`config.mk`:
```
export PLATFORM = sky130hd
export DESIGN_NAME = weight_serializer
export DESIGN_NICKNAME = d
export VERILOG_FILES = /design/src/rtl/weight_serializer.sv
export SDC_FILE = /design/constraint.sdc
export NUM_CORES = 1
export LEC_CHECK = 0
export ABC_AREA = 1
export CAP_MARGIN = 40
export CORE_ASPECT_RATIO = 1.1
export CORE_UTILIZATION = 48
export CTS_BUF_LIST = sky130_fd_sc_hd__clkbuf_8 sky130_fd_sc_hd__clkbuf_16
export CTS_CLUSTER_SIZE = 20
export DETAILED_ROUTE_END_ITERATION = 7
export PLACE_DENSITY = 0.81
export SLEW_MARGIN = 25
export SYNTH_ARGS = -nofsm -noshare
export SYNTH_HDL_FRONTEND = slang
export SYNTH_SLANG_ARGS = --single-unit
```
`constraint.sdc`:
```
create_clock -name Clock -period 1.43 [get_ports Clock]
set_input_delay 0.143 -clock Clock [delete_from_list [all_inputs] [get_ports Clock]]
set_output_delay 0.143 -clock Clock [all_outputs]
set_load 0.01 [all_outputs]
```
`src/rtl/weight_serializer.sv`:
```
// Streams NUM_WORDS signed weight words from a parallel source memory, MSB first, onto a 1-bit line with WE strobe.
// Optional: define WEIGHT_SERIALIZER_CHECKSUM_EN to build the 16-bit running checksum of the words sent.
module weight_serializer #(
  parameter int WIDTH     = 10,
  parameter int NUM_WORDS = 65,
  parameter int AW        = 7
) (
  input  logic             Clock,
  input  logic             Rst,
  input  logic             Start,
  input  logic             Abort,
  output logic             RdEn,
  output logic [AW-1:0]    RdAddr,
  input  logic [WIDTH-1:0] RdData,
  output logic             SerOut,
  output logic             WE,
  output logic             Busy,
  output logic             Done,
  output logic [15:0]      Checksum
);

  // state   | meaning
  // S_IDLE  | waiting for Start
  // S_FETCH | RdEn high, RdAddr = word counter
  // S_LOAD  | RdData captured into shift register at end of cycle
  // S_SHIFT | WIDTH cycles of SerOut/WE
  // S_GAP   | one idle bit slot, then next word or finish
  // S_DONE  | one-cycle Done pulse
  typedef enum logic [2:0] {S_IDLE, S_FETCH, S_LOAD, S_SHIFT, S_GAP, S_DONE} state_t;

  localparam int            BW           = (WIDTH > 1) ? $clog2(WIDTH) : 1;
  localparam logic [AW-1:0] LAST_WORD    = AW'(NUM_WORDS - 1);
  localparam logic [BW-1:0] LAST_BIT_CNT = BW'(WIDTH - 1);

  state_t           state_q, state_d;
  logic [AW-1:0]    word_q, word_d;
  logic [BW-1:0]    bit_q, bit_d;
  logic [WIDTH-1:0] sr_q, sr_d;

  always_comb begin
    state_d = state_q;
    word_d  = word_q;
    bit_d   = bit_q;
    sr_d    = sr_q;
    unique case (state_q)
      S_IDLE: begin
        if (Start) begin
          state_d = S_FETCH;
          word_d  = '0;
        end
      end
      S_FETCH: state_d = S_LOAD;
      S_LOAD: begin
        state_d = S_SHIFT;
        sr_d    = RdData;
        bit_d   = LAST_BIT_CNT;
      end
      S_SHIFT: begin
        // bit_q counts down the bits still to send after the current one
        if (bit_q == '0) begin
          state_d = S_GAP;
        end else begin
          bit_d = bit_q - 1'b1;
          sr_d  = {sr_q[WIDTH-2:0], 1'b0};
        end
      end
      S_GAP: begin
        if (word_q < LAST_WORD) begin
          state_d = S_FETCH;
          word_d  = word_q + 1'b1;
        end else begin
          state_d = S_DONE;
        end
      end
      S_DONE:  state_d = S_IDLE;
      default: state_d = S_IDLE;
    endcase
    if (Abort) begin
      state_d = S_IDLE;
      word_d  = word_q;
    end
  end

  // Outputs are registered from the next-state decode so they line up with the state they describe.
  always_ff @(posedge Clock or negedge Rst) begin
    if (!Rst) begin
      state_q <= S_IDLE;
      word_q  <= '0;
      bit_q   <= '0;
      sr_q    <= '0;
      RdEn    <= 1'b0;
      RdAddr  <= '0;
      SerOut  <= 1'b0;
      WE      <= 1'b0;
      Busy    <= 1'b0;
      Done    <= 1'b0;
    end else begin
      state_q <= state_d;
      word_q  <= word_d;
      bit_q   <= bit_d;
      sr_q    <= sr_d;
      RdEn    <= (state_d == S_FETCH);
      RdAddr  <= word_d;
      SerOut  <= (state_d == S_SHIFT) & sr_d[WIDTH-1];
      WE      <= (state_d == S_SHIFT);
      Busy    <= (state_d != S_IDLE);
      Done    <= (state_d == S_DONE);
    end
  end

`ifdef WEIGHT_SERIALIZER_CHECKSUM_EN
  logic [15:0] chk_q, chk_d;

  always_comb begin
    chk_d = chk_q;
    if (!Abort) begin
      if (state_q == S_IDLE && Start) begin
        chk_d = '0;
      end else if (state_q == S_LOAD) begin
        chk_d = chk_q + 16'(signed'(RdData));
      end
    end
  end

  always_ff @(posedge Clock or negedge Rst) begin
    if (!Rst) chk_q <= '0;
    else      chk_q <= chk_d;
  end

  assign Checksum = chk_q;
`else
  assign Checksum = 16'h0000;
`endif

endmodule

```
==> impl_metrics.tcl <==
set metrics [dict create \
    cp-end-kind "output pin" \
    vias 1232 \
    ctsHoldBuffers 0 \
    period_minus_slack_ps 1390 \
    finalInstanceArea_um2 1960 \
    clk_path_buf_depth 2 \
    grt_antenna_before_repair 0 \
    diodes 0 \
    clk_pin_slew_ps 60 \
    critical_path.max_stage_delay_ps 550 \
    clockRootBuffer "clkbuf_8" \
    grt_max_degree 30 \
    drive_above_1_share_pct 18.7 \
    multiInputGateArea_um2 686 \
    synth_compound_area_share_pct 5.06 \
    critPathBufInv 1 \
    grt_pass1_wl_um 4580 \
    route.detailed.wl_per_inst_um 11.1 \
    setup_viol 0 \
    start_kind "flip-flop" \
    final_antenna_net_count 0 \
    drtPass1Iterations 5 \
    synthDistinctLibCells 27 \
    slowest_stage "clkdlybuf4s50_1" \
    path_cells "clkdlybuf4s50_1" \
    hold_class "in -> async" \
    path_depth 1 \
    synth_seq_cells 29 \
    ir_worst_vdd_mv 0.898 \
    p_total_mw 2.39 \
    p_leak_nw 1.01 \
    muxShareOfSynthArea_pct 0 \
    place_area_um2 1790 \
    fin_nets 241 \
    power.density_nw_per_um2 1220 \
    cts.htree.levels 2 \
    drtIter0Drc 36 \
    status "complete, no violations" \
    fin_skew_ps 7.88 \
    route.detailed.drc 0 \
    final_core_util_pct 63.7 \
    slew_violations 0 \
    ys_seq_area_share_pct 46.5 \
    dpl.hpwl_um 2000 \
    port_buffers 25 \
    setup_tns_ps 0 \
    path_class "reg -> out" \
    worstPathArrival_ps 1240 \
    hold-worst-slack_ps 248 \
    fmax_mhz 722 \
    num_rows 21 \
    place_worst_setup_slack_ps 39.0 \
    setup_slack_ps 44.1 \
    synth_top_family_by_area "simple AND/OR/NAND/NOR gates" \
    die_x_um 56.3 \
    die-area_um2 3480 \
    ff_latch_area_um2 728 \
    cts_sinks 29 \
    fillers 270 \
    synthSimpleGateAreaFrac_pct 30.2 \
    maxCapViolCount 0 \
    synth_fa_ha_area_share_pct 2.41 \
    fin_crit_sh_pct 96.9 \
    grt-ovfl-total 0 \
    area_growth_pct 25.6 \
    via_per_inst 4.76 \
    clock_latency_ps 280 \
    io_pins 42 \
    synth_xor_area_share_pct 1.69 \
    synth_area_um2 1560 \
    r2r_cells 8 \
    grt_util_all_layers_pct 18.0 \
    finalHoldViolCount 0 \
    core_area_um2 3070 \
    die_y_um 61.8 \
    final-instance-count-excl-fill 259 \
    critPathMaxFanout 6 \
    dp_cells 245 \
    tritoncts "done" \
    required_ps 1290 \
    synth_area_per_cell_um2 8.38 \
    first_global_vias 1053 \
    yosysWarnings 0 \
    cp_top_family "buffers and inverters" \
    routed_wl_um 2860 \
    syn_inst 186 \
    gp_congestion 0.813 \
    cts_inserted_buffers 5 \
    start_util_pct 50.7 \
]
metal layers:
metal | GRT usage [%] | wire [µm] | vias up
met5 | 0 | 0 | -
met2 | 30.4 | 1450 | 30
met3 | 5.59 | 116 | 4
met4 | 9.06 | 52 | 0
li1 | - | - | 623
met1 | 21.4 | 1240 | 575
power breakdown:
part,total [mW],switching [mW],internal (mW),leakage (nW)
combinational,0.540,0.314,0.226,0.584
sequential,1.12,0.108,1.01,0.373
clock,0.728,0.294,0.434,0.0542
cell usage in the layout, fill, tap and decap left out:
cell type,count
o211ai_1,1
nand3_2,2
nand3_1,18
o21ai_1,5
inv_2,4
o21ai_2,4
nor2_4,3
xor2_1,2
inv_1,17
nor2_1,8
clkinv_2,1
dfrtp_1,27
nand2_1,54
buf_4,8
o21ai_0,1
nand4_1,1
nand2_4,4
nor2_2,3
o22ai_1,1
nand3b_1,1
clkbuf_8,7
or2_2,2
inv_4,1
dfrtp_2,2
nand2_2,1
clkdlybuf4s50_1,23
conb_1,16
ha_1,3
xnor2_1,1
dlymetal6s2s_1,2
nor3_1,2
worst paths after layout:
| path | start | to | slack [ps] |
|---|---|---|---|
| min | Rst | sr_q[6]$_DFFE_PN0P_ | 250 |
| min reg2reg | sr_q[0]$_DFFE_PN0P_ | sr_q[0]$_DFFE_PN0P_ | 480 |
| min in group Clock | RdData[0] | sr_q[0]$_DFFE_PN0P_ | 400 |
| max | word_q[0]$_DFFE_PN0P_ | RdAddr[0] | 40 |
| max in group asynchronous | Rst | word_q[2]$_DFFE_PN0P_ | 880 |
| max reg2reg | bit_q[0]$_DFFE_PN0P_ | bit_q[2]$_DFFE_PN0P_ | 90 |
flip-flops by register name, summed over array words and instances, names as in the netlist:
name and count:
Busy 1, Done 1, RdEn 1, SerOut 1
WE 1, bit_q 4, sr_q 10, state_q 3
word_q 7
logic make-up (layout without fill, tap and decap cells):
| kind of cell | after synthesis | in the layout |
|---|---|---|
| and+or+nand+nor | 99 | 99 |
| buffers and inverters | 39 | 63 |
| DFF | 29 | 29 |
| AOI/OAI and AO/OA | 12 | 12 |
| adders and majority gates | 3 | 3 |
| xor gates and xnor gates | 3 | 3 |
| other | 1 | 16 |
synthesized netlist by cell type:
master / n / area, µm²
nand2_4: 3 / 33.8
nor2_1: 8 / 30.0
o211ai_1: 1 / 7.51
dfrtp_1: 29 / 726
ha_1: 3 / 37.5
o22ai_1: 1 / 6.26
nor3_1: 2 / 10.0
inv_1: 17 / 63.8
nand2_2: 1 / 6.26
o21ai_2: 4 / 35.0
xor2_1: 2 / 17.5
xnor2_1: 1 / 8.76
or2_2: 2 / 12.5
nand2_1: 55 / 206
o21ai_1: 5 / 25.0
o21ai_0: 1 / 5.00
nand3_2: 2 / 20.0
buf_4: 16 / 120
nor2_4: 2 / 22.5
conb_1: 1 / 3.75
nand4_1: 1 / 6.26
inv_2: 4 / 15.0
inv_4: 1 / 6.26
buf_6: 1 / 11.3
nand3b_1: 1 / 7.51
nor2_2: 4 / 25.0
nand3_1: 18 / 90.1
final cells by class:
class                           instances  area share, %
Sequential cell                        29           37.2
Multi-Input combinational cell        133           35.0
Timing Repair Buffer                   33           16.1
Clock buffer                            7           4.92
Inverter                               22           4.35
Tap cell                               34           2.17
Clock inverter                          1          0.256
timing repair:
item                       CTS  global route
resized for setup            2             5
setup buffers                1             5
gates cloned                 0             0
pin swaps                    0             2
hold endpoints to repair     0             0
setup endpoints to repair    3            10
No activity file was read; power rests on OpenSTA's default activity.
